==> src/rtl/fetch_stage.sv <==
// Instruction-fetch front end: issues req/ack fetches to instruction memory and
// presents pc+step / instruction pairs to ID, honouring freeze and branch redirect.
module fetch_stage #(
    parameter int unsigned                 ADDR_WIDTH = 32,
    parameter int unsigned                 DATA_WIDTH = 32,
    parameter logic [ADDR_WIDTH-1:0]       RESET_PC   = '0,
    parameter int unsigned                 PC_STEP    = 4
) (
    input  logic                  clk,
    input  logic                  rst,
    output logic                  mem_req,
    output logic [ADDR_WIDTH-1:0] mem_addr,
    input  logic                  mem_ack,
    input  logic [DATA_WIDTH-1:0] mem_rdata,
    input  logic                  freeze,
    input  logic                  branch_taken,
    input  logic [ADDR_WIDTH-1:0] branch_addr,
    output logic [ADDR_WIDTH-1:0] pc_out,
    output logic [DATA_WIDTH-1:0] instruction_out,
    output logic                  valid_out
);

    localparam logic [ADDR_WIDTH-1:0] STEP = ADDR_WIDTH'(PC_STEP);

    typedef enum logic [1:0] {
        FETCH = 2'd0,
        HOLD  = 2'd1,
        DRAIN = 2'd2
    } state_t;

    state_t                state, state_n;
    logic [ADDR_WIDTH-1:0] pc, pc_n;
    logic [ADDR_WIDTH-1:0] hold_pc, hold_pc_n;
    logic [DATA_WIDTH-1:0] hold_instr, hold_instr_n;
    logic [ADDR_WIDTH-1:0] pc_out_n;
    logic [DATA_WIDTH-1:0] instr_n;
    logic                  valid_n;
    logic                  mem_req_n;
    logic [ADDR_WIDTH-1:0] mem_addr_n;
    logic                  ack_c;

    // An ack only counts against a live request.
    assign ack_c = mem_req & mem_ack;

    always_ff @(posedge clk or negedge rst) begin
        if (!rst) begin
            state           <= FETCH;
            pc              <= RESET_PC;
            hold_pc         <= '0;
            hold_instr      <= '0;
            pc_out          <= '0;
            instruction_out <= '0;
            valid_out       <= 1'b0;
            mem_req         <= 1'b0;
            mem_addr        <= RESET_PC;
        end else begin
            state           <= state_n;
            pc              <= pc_n;
            hold_pc         <= hold_pc_n;
            hold_instr      <= hold_instr_n;
            pc_out          <= pc_out_n;
            instruction_out <= instr_n;
            valid_out       <= valid_n;
            mem_req         <= mem_req_n;
            mem_addr        <= mem_addr_n;
        end
    end

    always_comb begin
        state_n      = state;
        pc_n         = pc;
        hold_pc_n    = hold_pc;
        hold_instr_n = hold_instr;
        pc_out_n     = pc_out;
        instr_n      = instruction_out;
        valid_n      = valid_out;
        mem_req_n    = mem_req;
        mem_addr_n   = mem_addr;

        if (branch_taken) begin
            // Redirect beats freeze and ack; an unacked request must be drained first.
            pc_n         = branch_addr;
            valid_n      = 1'b0;
            hold_pc_n    = '0;
            hold_instr_n = '0;
            if (mem_req && !mem_ack) begin
                state_n = DRAIN;
            end else begin
                state_n    = FETCH;
                mem_req_n  = 1'b1;
                mem_addr_n = branch_addr;
            end
        end else begin
            unique case (state)
                FETCH: begin
                    if (freeze) begin
                        if (ack_c) begin
                            hold_pc_n    = mem_addr + STEP;
                            hold_instr_n = mem_rdata;
                            pc_n         = pc + STEP;
                            mem_req_n    = 1'b0;
                            state_n      = HOLD;
                        end else begin
                            mem_req_n  = 1'b1;
                            mem_addr_n = pc;
                        end
                    end else if (ack_c) begin
                        pc_out_n   = mem_addr + STEP;
                        instr_n    = mem_rdata;
                        valid_n    = 1'b1;
                        pc_n       = pc + STEP;
                        mem_req_n  = 1'b1;
                        mem_addr_n = pc + STEP;
                    end else begin
                        valid_n    = 1'b0;
                        mem_req_n  = 1'b1;
                        mem_addr_n = pc;
                    end
                end
                HOLD: begin
                    if (!freeze) begin
                        pc_out_n   = hold_pc;
                        instr_n    = hold_instr;
                        valid_n    = 1'b1;
                        mem_req_n  = 1'b1;
                        mem_addr_n = pc;
                        state_n    = FETCH;
                    end
                end
                DRAIN: begin
                    // Stale response is dropped; refetch at the redirect target.
                    if (ack_c) begin
                        mem_req_n  = 1'b1;
                        mem_addr_n = pc;
                        state_n    = FETCH;
                    end
                end
                default: begin
                    state_n   = FETCH;
                    mem_req_n = 1'b0;
                end
            endcase
        end
    end

endmodule

==> config.mk <==
export PLATFORM = sky130hd
export DESIGN_NAME = fetch_stage
export DESIGN_NICKNAME = d
export VERILOG_FILES = /design/src/rtl/fetch_stage.sv
export SDC_FILE = /design/constraint.sdc
export NUM_CORES = 1
export LEC_CHECK = 0
export ABC_AREA = 1
export CORE_MARGIN = 2
export CORE_UTILIZATION = 54
export CTS_CLUSTER_DIAMETER = 60
export DETAILED_ROUTE_END_ITERATION = 10
export PLACE_DENSITY = 0.77
export SLEW_MARGIN = 20
export SYNTH_ARGS = -nofsm -noshare
export SYNTH_HDL_FRONTEND = slang
export SYNTH_SLANG_ARGS = --single-unit
==> constraint.sdc <==
create_clock -name clk -period 2.22 [get_ports clk]
set_input_delay 0.444 -clock clk [delete_from_list [all_inputs] [get_ports clk]]
set_output_delay 0.444 -clock clk [all_outputs]
set_load 0.02 [all_outputs]
Yosys cells after proc, flatten, opt, wreduce, memory -nomap -nowiden
Index checks and enable logic that the tools add are counted.
{"block": "word_totals", "elab_cells": 82, "register_bits": 196, "input_bits": 69, "output_inout_bits": 98}
{"block": "op_classes", "muxes": 42, "add_sub_neg": 2, "n_bitwise": 2, "n_reduce_logical": 15, "n_eq_ne": 12}
{"operator": "$mux W32", "n": 21}
{"operator": "$pmux W32 S2", "n": 2}
{"operator": "$pmux W32 S3", "n": 1}
{"operator": "$add A32 B3 Y32 const B", "n": 2}
{"operator": "$ne A3 B3 Y1 const B", "n": 5}
{"operator": "$mux W2", "n": 6}
{"operator": "$reduce_and A5 Y1", "n": 2}
{"operator": "$mux W1", "n": 9}
{"operator": "$reduce_and A3 Y1", "n": 3}
{"operator": "$ne A2 B2 Y1 const B", "n": 4}
{"operator": "$reduce_bool A2 Y1", "n": 4}
{"operator": "$pmux W2 S3", "n": 1}
{"operator": "$ne A4 B4 Y1 const B", "n": 1}
{"operator": "$reduce_and A4 Y1", "n": 1}
{"operator": "$reduce_bool A4 Y1", "n": 1}
{"operator": "$pmux W1 S3", "n": 1}
{"operator": "$reduce_bool A3 Y1", "n": 1}
{"operator": "$eq A2 B1 Y1 const B", "n": 1}
{"operator": "$eq A2 B2 Y1 const B", "n": 1}
{"operator": "$logic_not A2 Y1", "n": 1}
{"operator": "$pmux W1 S2", "n": 1}
{"operator": "$and A1 B1 Y1", "n": 1}
{"operator": "$logic_and A1 B1 Y1", "n": 1}
{"operator": "$logic_not A1 Y1", "n": 1}
{"operator": "$not A1 Y1", "n": 1}

Logic depth before layout (Yosys ltp)
Gate-level depths: netlist of run 1.
{"block": "depth", "word_depth": 5, "mapped_depth": 13, "depth_no_buf": 11}

Worst setup path before layout of run 1
No wires, ideal clock.
{"block": "synth_path", "path_kind": "register to register", "startpoint": "reg state[1]", "endpoint": "reg mem_addr[15]", "slack_ns": 0.557, "path_buffers": 2, "synth_period_minus_slack_ns": 1.663, "t_required_ns": 2.094, "arrival_time_ns": 1.537, "setup_time_ns": 0.126, "path_stages_with_launch": 13, "cell_sequence": "dfrtp_1 > inv_1 > ha_1 > buf_2 > nand2_1 > nand2_2 > nand2_1 > nand2_1 > nor2_2 > nand2_4 > buf_4 > a21oi_1 > a21oi_1"}
{"block": "synth_between", "elab_chain_len": 3, "elab_cells_between_ends": 10, "cone_classes": "eq/ne: 5; mux: 2; reduce/logical: 3"}
{"item": "start: declaration", "line_no": "31", "source": "state_t state, state_n;"}
{"item": "start signal: assignment", "line_no": "57", "source": "state <= state_n;"}
{"item": "$eq A2 B2 Y1 (tied with other cells)", "line_no": "94", "source": "unique case (state)"}
{"item": "$ne A3 B3 Y1 (no source line) (tied with other cells)"}
{"item": "$reduce_and A5 Y1 (no source line) / $mux W32 (equally long branches)"}
{"item": "end signal: assignment", "line_no": "65", "source": "mem_addr <= mem_addr_n;"}
{"item": "end: declaration", "line_no": "12", "source": "output logic [ADDR_WIDTH-1:0] mem_addr,"}
Several ways; a longest one is shown, not always the timed one.
A chain may end at the register's enable or synchronous reset.

Final worst setup path of run 1
{"block": "layout_path", "startpoint": "reg mem_addr[19]", "endpoint": "out mem_addr[19]"}
No word-level cell between the ends.

==> flow_summary_export.csv, run 1 <==
group,metric,value,unit
clock_network,clock_insertion_delay_worst_skew,0.44,ns
setup_path,rr_worst_depth,7,
clock_network,max-clock-path-buffers,2,
setup_path,timing.reg2reg.setup_slack,0.29,ns
sta,layout_worst_path_cycle_share,0.9717,
layout,synthToLayoutAreaGrowth,25.61,%
placed_design,portBuffers,166,
outcome,status,"finished, final reports clean",
setup_path,worst_setup_path_end_kind,"primary output",
layout,final_layout_size_suffix_gt1_frac,0.06746,
logic_synthesis,compound_gate_fraction_of_synth_area,0.1454,
grt,grt_pass1_vias,9521,
sta,fin_tns_setup,0,ns
drt,drt-vias-per-instance,5.577,
sta,relSlewSlack,0.4632,
logic_synthesis,synth.distinct_cells,45,
logic_synthesis,area_share_of_the_largest_cell_type_after_synthesis,0.4764,
layout,multiInputGateArea,4751,um^2
sta,timing_max_transition_violations_final,0,
flow_run,timing.max_cap.violations,0,
placed_design,hpwl_reported_at_the_end_of_detailed_placement,20830,um
hold_path,hold_path_end,"pc[0]",
grt,antenna_found_initial,0,
sta,clock_skew,0.01121,ns
pwr,power.static_leakage,0.005887,uW
floorplanning,number_of_primary_i_o_pins,167,
setup_path,critical_path_arrival,1.71,ns
grt,grt_overflow,0,
setup_path,critical-path-slowest-cell,"clkdlybuf4s50_1",
layout,utilization,0.6913,
logic_synthesis,post_synth_xor_area_fraction,0.02807,
floorplanning,initial_utilization,0.5504,
setup_path,path_delay_family,"buffers and inverters",
setup_path,critical_path_peak_fanout,8,
hold_path,hold_path.startpoint,"branch_taken",
setup_path,crit_buf_inv,1,
clock_network,tritoncts,"yes",
sta,final_hold_viol_count,0,
setup_path,critical_path_required,1.78,ns
drt,routed_wire_length_per_instance,16.93,um
layout,final.fill_count,1574,
logic_synthesis,synth_cells,1348,
floorplanning,coreArea,18710,um^2
setup_path,reg2reg_from,"state[0]",
sta,finalSetupViolCount,0,
clock_network,cts.clk_slew.worst_paths,0.08,ns
grt,grt_resource_usage_total,0.3008,
logic_synthesis,synth.area.top_cells,"dfrtp_1 (48%), nand2_1 (17%), nor2_1 (4.9%)",
drt,first_iter_violations,892,
setup_path,setup.worst_path.start_class,"flop",
logic_synthesis,post_synth_and_or_nand_nor_area_fraction,0.2805,
floorplanning,die_area,20190,um^2
logic_synthesis,postSynthNetCount,1423,
clock_network,htreeDepth,4,
drt,remaining_drc_errors,0,
layout,final_cell_mix,"nand2_1 (479), dfrtp_1 (196), clkdlybuf4s50_1 (164), nor2_1 (135), a21oi_1 (88)",
layout,antenna-diode-count,0,
sta,finalCriticalPeriod,2.157,ns
hold_path,min_delay_path_depth,4,
clock_network,cts_inserted_buffers,17,
floorplanning,die_y,142.1,um
sta,grt_setup_unrepaired,"no",
logic_synthesis,synth_mux_area_frac,0,
floorplanning,fp.dieW,142.1,um
floorplanning,placementRows,50,
placed_design,globalplace.congestion,0.9065,
logic_synthesis,synth_sequential_area_ratio,0.4764,
hold_path,hold_path.class,"in -> reg",
logic_synthesis,main_combinational_cell_family_by_area_after_synthesis,"simple AND/OR/NAND/NOR gates",
grt,global_route_wire_length_before_repair,48280,um
setup_path,worstSetupPathType,"reg -> out",
sta,tightest_slew,0.8051,ns
logic_synthesis,post_synthesis_share_of_cell_area_spent_on_full_adders_half_adders_and_majority_gates,0.007292,
layout,layout.nets,1575,
pwr,max-vdd-ir-drop,607.4,uV
drt,route.antenna.remaining_nets,0,
layout,mostFrequentLayoutCell,"nand2_1",
setup_path,critical_path.cell_chain,"clkdlybuf4s50_1",
logic_synthesis,ys.warnings.count,0,
clock_network,clock-root-buffer,"clkbuf_16",
sta,fmaxAchievable,463.6,MHz
logic_synthesis,synth.avg_cell_area,7.637,um^2
clock_network,cts_sink_count,196,
layout,seq_area,4905,um^2
logic_synthesis,ys_seq_elements,196,
pwr,power.density,1187,nW/um^2
drt,vias,9737,
clock_network,number_of_gates_given_a_new_drive_strength_after_cts,0,
logic_synthesis,synth-edff-count,0,
logic_synthesis,syn-cell-area,10290,um^2
drt,drt_wl_total,29550,um
logic_synthesis,ys.flop_type,"dfrtp_1",
drt,total_iterations_of_the_first_detailed_routing_run,6,
setup_path,crit_path_max_incr_delay,0.68,ns
logic_synthesis,synthDominantAreaCellType,"dfrtp_1",
logic_synthesis,synth_async_sr_flop_share,1.000,
grt,pin_count_of_the_biggest_net_entering_global_routing,79,
setup_path,timing.rr.end,"mem_addr[7]",
[report_power, final]
part	total, uW	internal, uW	leakage, uW	switching, uW
Sequential	5670	4620	0.00242	1040
Combinational	6550	2790	0.00318	3760
Clock	3130	1600	0.000287	1530
Total	15300	9010	0.00589	6330
[synthesized netlist by cell type, types with 3 or more instances]
cell type / n
ha_1: 6
dfrtp_1: 196
a31oi_1: 46
buf_4: 5
nand2_2: 4
nand2_1: 479
buf_1: 5
o21ai_0: 61
xor2_1: 29
o21a_1: 3
inv_2: 5
buf_6: 4
nor3_1: 12
buf_2: 23
o211ai_1: 29
a22o_1: 4
nor2_4: 6
nand3_1: 38
a21o_1: 4
xnor2_1: 4
o221ai_1: 4
a21oi_1: 88
o21ai_1: 10
nand4_1: 10
clkbuf_1: 30
nand3b_1: 6
inv_1: 74
nor2_2: 9
nor2_1: 135
[layout make-up]
type                       instances  share of cell area
clock buffer                      17             0.03290
clock inverter                    14             0.01268
inverter                          82             0.02419
multi-input combinational       1003              0.3674
sequential                       196              0.3793
tap                              234             0.02264
timing repair buffer             200              0.1609
[routing by layer]
layer | global-route usage | up-vias | wire length [um]
li1 | - | 4701 | -
met1 | 0.3927 | 4607 | 12250
met5 | 0 | - | 0
met2 | 0.5179 | 379 | 14610
met3 | 0.04071 | 50 | 2019
met4 | 0.1026 | 0 | 675
[registers in the layout, summed over array words and instances (netlist names)]
signal and count:
hold_instr 32, hold_pc 32, instruction_out 32, mem_addr 32, mem_req 1, pc 32, pc_out 32, state 2
valid_out 1
[logic make-up (layout without fill, tap and decap cells)]
kind of cell             Yosys count  after routing
AND/OR/NAND/NOR                  707            707
AO/OA/AOI/OAI                    257            257
buffers and inverters            149            313
XOR/XNOR                          33             33
adder cells (fa/ha/maj)            6              6
flip-flops                       196            196
[metrics by stage]
step | hold WS [ns] | cell area [um^2] | cells | setup slack [ns] | total power, uW
2_1_floorplan | 0.1484 | 10290 | 1348 | 0.5571 | 9086
3_3_place_gp | 0.4177 | 12330 | 1714 | 0.07700 | 12070
3_5_place_dp | 0.4209 | 12330 | 1714 | 0.04501 | 12210
4_1_cts | 0.3887 | 12930 | 1746 | 0.07965 | 15370
5_1_grt | 0.4353 | 12930 | 1746 | 0.05251 | 16190
6_report | 0.3991 | 12930 | 1746 | 0.06286 | 15340
[worst reg2reg max path, stage by stage, from the launching register on]
cell and delay [ns]:
dfrtp_1 0.39, inv_1 0.09, ha_1 0.32, nor2_2 0.27, inv_2 0.30, a21oi_1 0.20, o21ai_0 0.12, a31oi_1 0.17
[repair_timing]
| item | CTS | global route |
|---|---|---|
| hold buffers | 1 | 0 |
| endpoints found under the hold margin | 42 | 0 |
| buffers inserted | 0 | 0 |
| endpoints found under the setup margin | 0 | 0 |
[worst max-delay path by stage]
stage	startpoint	end	slack [ns]	cells after the start
3_3_place_gp	mem_ack	mem_addr[18]	0.08	8
3_5_place_dp	mem_ack	mem_addr[28]	0.05	10
4_1_cts	mem_addr[19]	mem_addr[19]	0.08	1
2_1_floorplan	state[1]	mem_addr[15]	0.56	12
5_1_grt	mem_addr[19]	mem_addr[19]	0.05	1
6_report	mem_addr[19]	mem_addr[19]	0.06	1
Note: power is estimated with default switching activity, not from simulation.
==> run 2: changes to the inputs <==
- ABC_AREA: 1 -> unset
- CORE_UTILIZATION: 54 -> 64
- DONT_BUFFER_PORTS: unset -> 1
- PLACE_DENSITY: 0.77 -> 0.76
==> flow_summary_export.csv, run 2 <==
group,metric,value,unit
layout,final_layout_size_suffix_gt1_frac,0.1347,
layout,layout.nets,1079,
clock_network,tritoncts,"yes",
clock_network,clock-root-buffer,"clkbuf_16",
logic_synthesis,synthMostInstantiatedCell,"dfrtp_1",
floorplanning,fp.dieW,127.4,um
setup_path,setup.worst_path.start_class,"flop",
setup_path,critical-path-slowest-cell,"dfrtp_1",
logic_synthesis,synth.distinct_cells,59,
setup_path,rr_worst_depth,8,
layout,mostFrequentLayoutCell,"dfrtp_1",
logic_synthesis,post_synth_and_or_nand_nor_area_fraction,0.1673,
drt,routed_wire_length_per_instance,20.07,um
placed_design,portBuffers,0,
hold_path,hold_path.class,"in -> async",
logic_synthesis,main_combinational_cell_family_by_area_after_synthesis,"simple AND/OR/NAND/NOR gates",
sta,finalCriticalPeriod,2.146,ns
grt,grt_resource_usage_total,0.2998,
setup_path,reg2reg_from,"state[1]",
layout,antenna-diode-count,0,
setup_path,timing.rr.end,"mem_addr[11]",
clock_network,cts.clk_slew.worst_paths,0.07,ns
sta,final_hold_viol_count,196,
drt,drt_wl_total,24190,um
clock_network,cts_inserted_buffers,17,
logic_synthesis,synth_sequential_area_ratio,0.5033,
logic_synthesis,ys_seq_elements,196,
logic_synthesis,ys.flop_type,"dfrtp_1",
logic_synthesis,synth_async_sr_flop_share,1.000,
grt,global_route_wire_length_before_repair,38610,um
sta,fin_tns_setup,0,ns
layout,synthToLayoutAreaGrowth,11.53,%
floorplanning,die_area,16230,um^2
logic_synthesis,synth_cells,987,
drt,total_iterations_of_the_first_detailed_routing_run,5,
sta,timing_max_transition_violations_final,0,
logic_synthesis,synth.area.top_cells,"dfrtp_1 (50%), nand2_1 (5.7%), o21ai_0 (5.2%)",
setup_path,timing.reg2reg.setup_slack,0.07,ns
drt,vias,7664,
setup_path,worstSetupPathType,"reg -> reg",
grt,antenna_found_initial,0,
floorplanning,die_y,127.4,um
clock_network,clock_insertion_delay_worst_skew,0.43,ns
logic_synthesis,postSynthNetCount,1062,
logic_synthesis,synthDominantAreaCellType,"dfrtp_1",
setup_path,critical_path.cell_chain,"inv_1 > ha_1 > nand4bb_2 > buf_4 > nor4_2 > xnor2_1 > a31o_2 > a21oi_1",
logic_synthesis,synth_mux_area_frac,0.05444,
outcome,violations,"hold timing",
pwr,max-vdd-ir-drop,546.8,uV
sta,layout_worst_path_cycle_share,0.9669,
clock_network,cts_sink_count,196,
drt,first_iter_violations,475,
clock_network,max-clock-path-buffers,2,
outcome,status,"complete, but fails checks",
sta,relSlewSlack,0.3409,
sta,finalSetupViolCount,0,
drt,remaining_drc_errors,0,
clock_network,htreeDepth,4,
logic_synthesis,synth.avg_cell_area,9.874,um^2
logic_synthesis,synth-edff-count,0,
setup_path,critical_path_peak_fanout,3,
placed_design,globalplace.congestion,0.8999,
pwr,power.static_leakage,0.004602,uW
sta,tightest_slew,0.9876,ns
drt,drt-vias-per-instance,6.360,
grt,grt_pass1_vias,7323,
setup_path,critical_path_arrival,2.48,ns
grt,pin_count_of_the_biggest_net_entering_global_routing,197,
layout,final_cell_mix,"dfrtp_1 (196), nand2_1 (147), o21ai_0 (101), buf_4 (67), a22o_1 (49)",
sta,whs,-0.2930,ns
sta,clock_skew,0.01011,ns
floorplanning,placementRows,45,
logic_synthesis,synth_common_cells,"dfrtp_1 (196), nand2_1 (147), o21ai_0 (102)",
logic_synthesis,post_synth_xor_area_fraction,0.07279,
floorplanning,number_of_primary_i_o_pins,167,
placed_design,placed_cells,1172,
grt,grt_overflow,0,
drt,route.antenna.remaining_nets,0,
floorplanning,initial_utilization,0.6483,
logic_synthesis,area_share_of_the_largest_cell_type_after_synthesis,0.5033,
layout,postLayoutCellArea,10870,um^2
logic_synthesis,compound_gate_fraction_of_synth_area,0.1604,
sta,fmaxAchievable,465.9,MHz
placed_design,hpwl_reported_at_the_end_of_detailed_placement,16700,um
pwr,power.density,1091,nW/um^2
floorplanning,coreArea,15030,um^2
placed_design,post_dp_cell_area,10250,um^2
setup_path,crit_path_max_incr_delay,0.38,ns
logic_synthesis,ys.warnings.count,0,
flow_run,timing.max_cap.violations,0,
logic_synthesis,post_synthesis_share_of_cell_area_spent_on_full_adders_half_adders_and_majority_gates,0.007703,
setup_path,worst_setup_path_end_kind,"flop",
logic_synthesis,syn-cell-area,9746,um^2
layout,instances_no_fill,1205,
setup_path,critical_path_required,2.56,ns
==> run 2: metal layers <==
layer / track usage / share of wire
met3: 0.08208 / 0.083
met1: 0.4154 / 0.43
met2: 0.4608 / 0.46
met4: 0.1041 / 0.023
met5: 0 / 0
==> run 2: power by group <==
part / internal (uW) / leakage [uW] / switching, uW / total (uW)
Sequential: 4460 / 0.00247 / 1520 / 5980
Combinational: 1140 / 0.00184 / 1670 / 2810
Clock: 1600 / 0.000286 / 1460 / 3060
Total: 7200 / 0.00460 / 4650 / 11900
==> run 2: logic make-up (layout without fill, tap and decap cells) <==
logic type      Yosys count  after routing
compound gates          245            245
simple gates            330            331
flops                   196            196
fa+ha+maj                 6              6
buf+inv                  77            106
xor+xnor                 81             81
mux                      52             52
==> run 2: what timing repair did <==
item / CTS / global route
pin swaps: 0 / 2
cloned: 0 / 1
gates resized for setup: 1 / 4
buffers inserted: 0 / 0
endpoints found under the setup margin: 1 / 37
hold endpoints to repair: 196 / 196
==> run 2: how the worst max path moves through the flow <==
| stage | cells after the start | endpoint | from |
|---|---|---|---|
| after floorplan | 8 | mem_addr[31] | state[0] |
| after global placement | 9 | mem_addr[6] | state[0] |
| after detailed placement | 8 | mem_addr[7] | state[0] |
| after CTS | 8 | mem_addr[24] | state[1] |
| after global routing | 8 | mem_addr[11] | state[0] |
| final | 8 | mem_addr[11] | state[1] |
==> run 2: worst max-delay path, delay by kind of cell, from the launching register on <==
family                     cells  cell delay (ns)
AOI/OAI and AO/OA              2             0.43
xor gates and xnor gates       1             0.12
adders and majority gates      1             0.25
buffers and inverters          2             0.28
DFF                            1             0.38
and+or+nand+nor                2             0.60
==> run 2: final cells by class <==
cell class / count / area [um^2]
clock buffers: 17 / 425.4
flip-flops and latches: 196 / 4905
multi-input cells: 715 / 4578
inverters: 5 / 18.77
fillers: 1144 / 4164
well taps: 188 / 235.2
clock inverters: 15 / 163.9
repair buffers: 69 / 543.0
==> run 2: through the flow <==
| step | setup WS, ns | util | hold WS [ns] | power [uW] |
|---|---|---|---|---|
| floorplan | 0.05632 | - | 0.1484 | 7750 |
| global placement | 0.05247 | 0.6816 | 0.1532 | 8691 |
| detailed placement | 0.01994 | 0.6816 | 0.1525 | 8800 |
| CTS | 0.01496 | 0.7209 | -0.3084 | 11870 |
| global route | -0.02341 | 0.7230 | -0.3128 | 12460 |
| finish | 0.07357 | 0.7230 | -0.2930 | 11850 |
==> run 3: changes to the inputs <==
--- a/constraint.sdc
+++ b/constraint.sdc
@@ -3,2 +3,2 @@
 set_output_delay 0.444 -clock clk [all_outputs]
-set_load 0.02 [all_outputs]
+set_load 0.05 [all_outputs]
==> flow_summary_export.csv, run 3 (synthesis gave the netlist of run 2 again) <==
group,metric,value,unit
outcome,status,"complete, but fails checks",
outcome,violations,"hold timing",
floorplanning,number_of_primary_i_o_pins,167,
layout,synthToLayoutAreaGrowth,12.17,%
drt,remaining_drc_errors,0,
layout,instances_no_fill,1204,
placed_design,hpwl_reported_at_the_end_of_detailed_placement,17800,um
grt,grt_pass1_vias,7502,
setup_path,reg2reg_from,"state[1]",
floorplanning,coreArea,15030,um^2
floorplanning,initial_utilization,0.6483,
layout,final_cell_mix,"dfrtp_1 (191), nand2_1 (147), o21ai_0 (101), buf_4 (67), a22o_1 (49)",
drt,first_iter_violations,759,
sta,layout_worst_path_cycle_share,0.9471,
sta,final_hold_viol_count,196,
pwr,max-vdd-ir-drop,653.9,uV
placed_design,portBuffers,0,
clock_network,clock-root-buffer,"clkbuf_16",
grt,grt_overflow,0,
grt,grt_resource_usage_total,0.3159,
setup_path,worstSetupPathType,"reg -> reg",
sta,grt_setup_unrepaired,"no",
floorplanning,placementRows,45,
setup_path,worst_setup_path_end_kind,"flop",
hold_path,hold_path.class,"in -> async",
sta,fmaxAchievable,475.6,MHz
sta,finalCriticalPeriod,2.102,ns
setup_path,timing.reg2reg.setup_slack,0.12,ns
grt,pin_count_of_the_biggest_net_entering_global_routing,197,
sta,finalSetupViolCount,0,
clock_network,max-clock-path-buffers,2,
sta,fin_tns_setup,0,ns
layout,final.fill_count,1104,
floorplanning,die_area,16230,um^2
pwr,power.density,1258,nW/um^2
pwr,power.static_leakage,0.004606,uW
layout,antenna-diode-count,0,
clock_network,cts.clk_slew.worst_paths,0.07,ns
setup_path,critical_path_peak_fanout,15,
clock_network,cts_inserted_buffers,17,
clock_network,cts_sink_count,196,
drt,route.antenna.remaining_nets,0,
setup_path,rr_worst_depth,7,
placed_design,globalplace.congestion,0.9557,
floorplanning,die_y,127.4,um
sta,clock_skew,0.01060,ns
drt,drt_wl_total,25220,um
drt,total_iterations_of_the_first_detailed_routing_run,5,
layout,final_layout_size_suffix_gt1_frac,0.1398,
drt,routed_wire_length_per_instance,20.95,um
flow_run,timing.max_cap.violations,0,
setup_path,setup.worst_path.start_class,"flop",
layout,layout.nets,1079,
layout,mostFrequentLayoutCell,"dfrtp_1",
setup_path,critical_path_required,2.55,ns
pwr,finalPower,13760,uW
sta,timing_max_transition_violations_final,0,
clock_network,tritoncts,"yes",
setup_path,critical_path_arrival,2.44,ns
sta,whs,-0.3040,ns
clock_network,clock_insertion_delay_worst_skew,0.44,ns
placed_design,placed_cells,1172,
layout,utilization,0.7272,
sta,tightest_slew,0.6714,ns
sta,relSlewSlack,0.5524,
grt,antenna_found_initial,0,
drt,vias,7673,
drt,drt-vias-per-instance,6.373,
setup_path,timing.rr.end,"pc_out[13]",
clock_network,htreeDepth,4,
grt,global_route_wire_length_before_repair,40450,um
floorplanning,fp.dieW,127.4,um
-- run 3: cell count changes in the layout (fill, tap and decap cells not counted), moves of 2 or more --
cell and change:
clkinv_4 -5, dfrtp_1 -5, dfrtp_2 +5, inv_6 -4, clkinvlp_4 +3, clkinv_8 +2
inv_1 -2, inv_2 +2, inv_8 +2
-- run 3: layer usage --
layer  global-route usage  wire length (um)  up-vias
met5                    0                 0        -
met1               0.4268             10590     3762
met4               0.1021               438        0
met3              0.09087              2254       37
li1                     -                 -     3559
met2               0.4973             11940      315
-- run 3: metrics by stage --
step | worst slack, ns | area [um^2]
6_report | 0.1175 | 10930
5_1_grt | 0.007454 | 10930
3_5_place_dp | 0.007173 | 10260
4_1_cts | 0.01607 | 10880
3_3_place_gp | 0.07855 | 10260
2_1_floorplan | 0.01020 | 9751
-- run 3: cell type report --
class / instances / area, um^2 / area share
flip-flops and latches: 196 / 4911 / 0.4492
repair buffers: 70 / 563.0 / 0.05151
well taps: 188 / 235.2 / 0.02152
clock inverters: 14 / 192.7 / 0.01763
multi-input cells: 714 / 4586 / 0.4195
inverters: 5 / 18.77 / 0.001717
clock buffers: 17 / 425.4 / 0.03892
-- run 3: worst max-delay path by stage --
stage	slack, ns	end	from	cells past startpoint
2_1_floorplan	0.01	hold_pc[20]	mem_addr[5]	6
3_3_place_gp	0.08	mem_addr[24]	state[1]	9
3_5_place_dp	0.007	mem_addr[7]	state[1]	8
4_1_cts	0.02	mem_addr[24]	state[1]	9
5_1_grt	0.007	mem_addr[24]	state[1]	9
6_report	0.12	pc_out[13]	state[1]	7
-- run 3: where the power goes --
part | switching (uW) | total (uW) | leakage, uW | internal [uW]
registers | 2910 | 7340 | 0.00247 | 4430
clock network | 1460 | 3170 | 0.000288 | 1710
logic | 2070 | 3240 | 0.00185 | 1170
-- run 3: timing repair --
| item | 4_1_cts | 5_1_grt |
|---|---|---|
| setup endpoints to repair | 1 | 31 |
| gates resized for setup | 1 | 8 |
| pin swaps | 0 | 1 |
| setup buffers | 0 | 1 |
| gates cloned | 0 | 0 |
| endpoints found under the hold margin | 196 | 196 |
-- run 3: critical path: stages (launching register included) --
cell and delay, ns:
dfrtp_1 0.37, inv_2 0.07, ha_4 0.17, buf_4 0.16, nor2b_1 0.14, o21a_1 0.31
nand2_1 0.42, o211ai_1 0.36
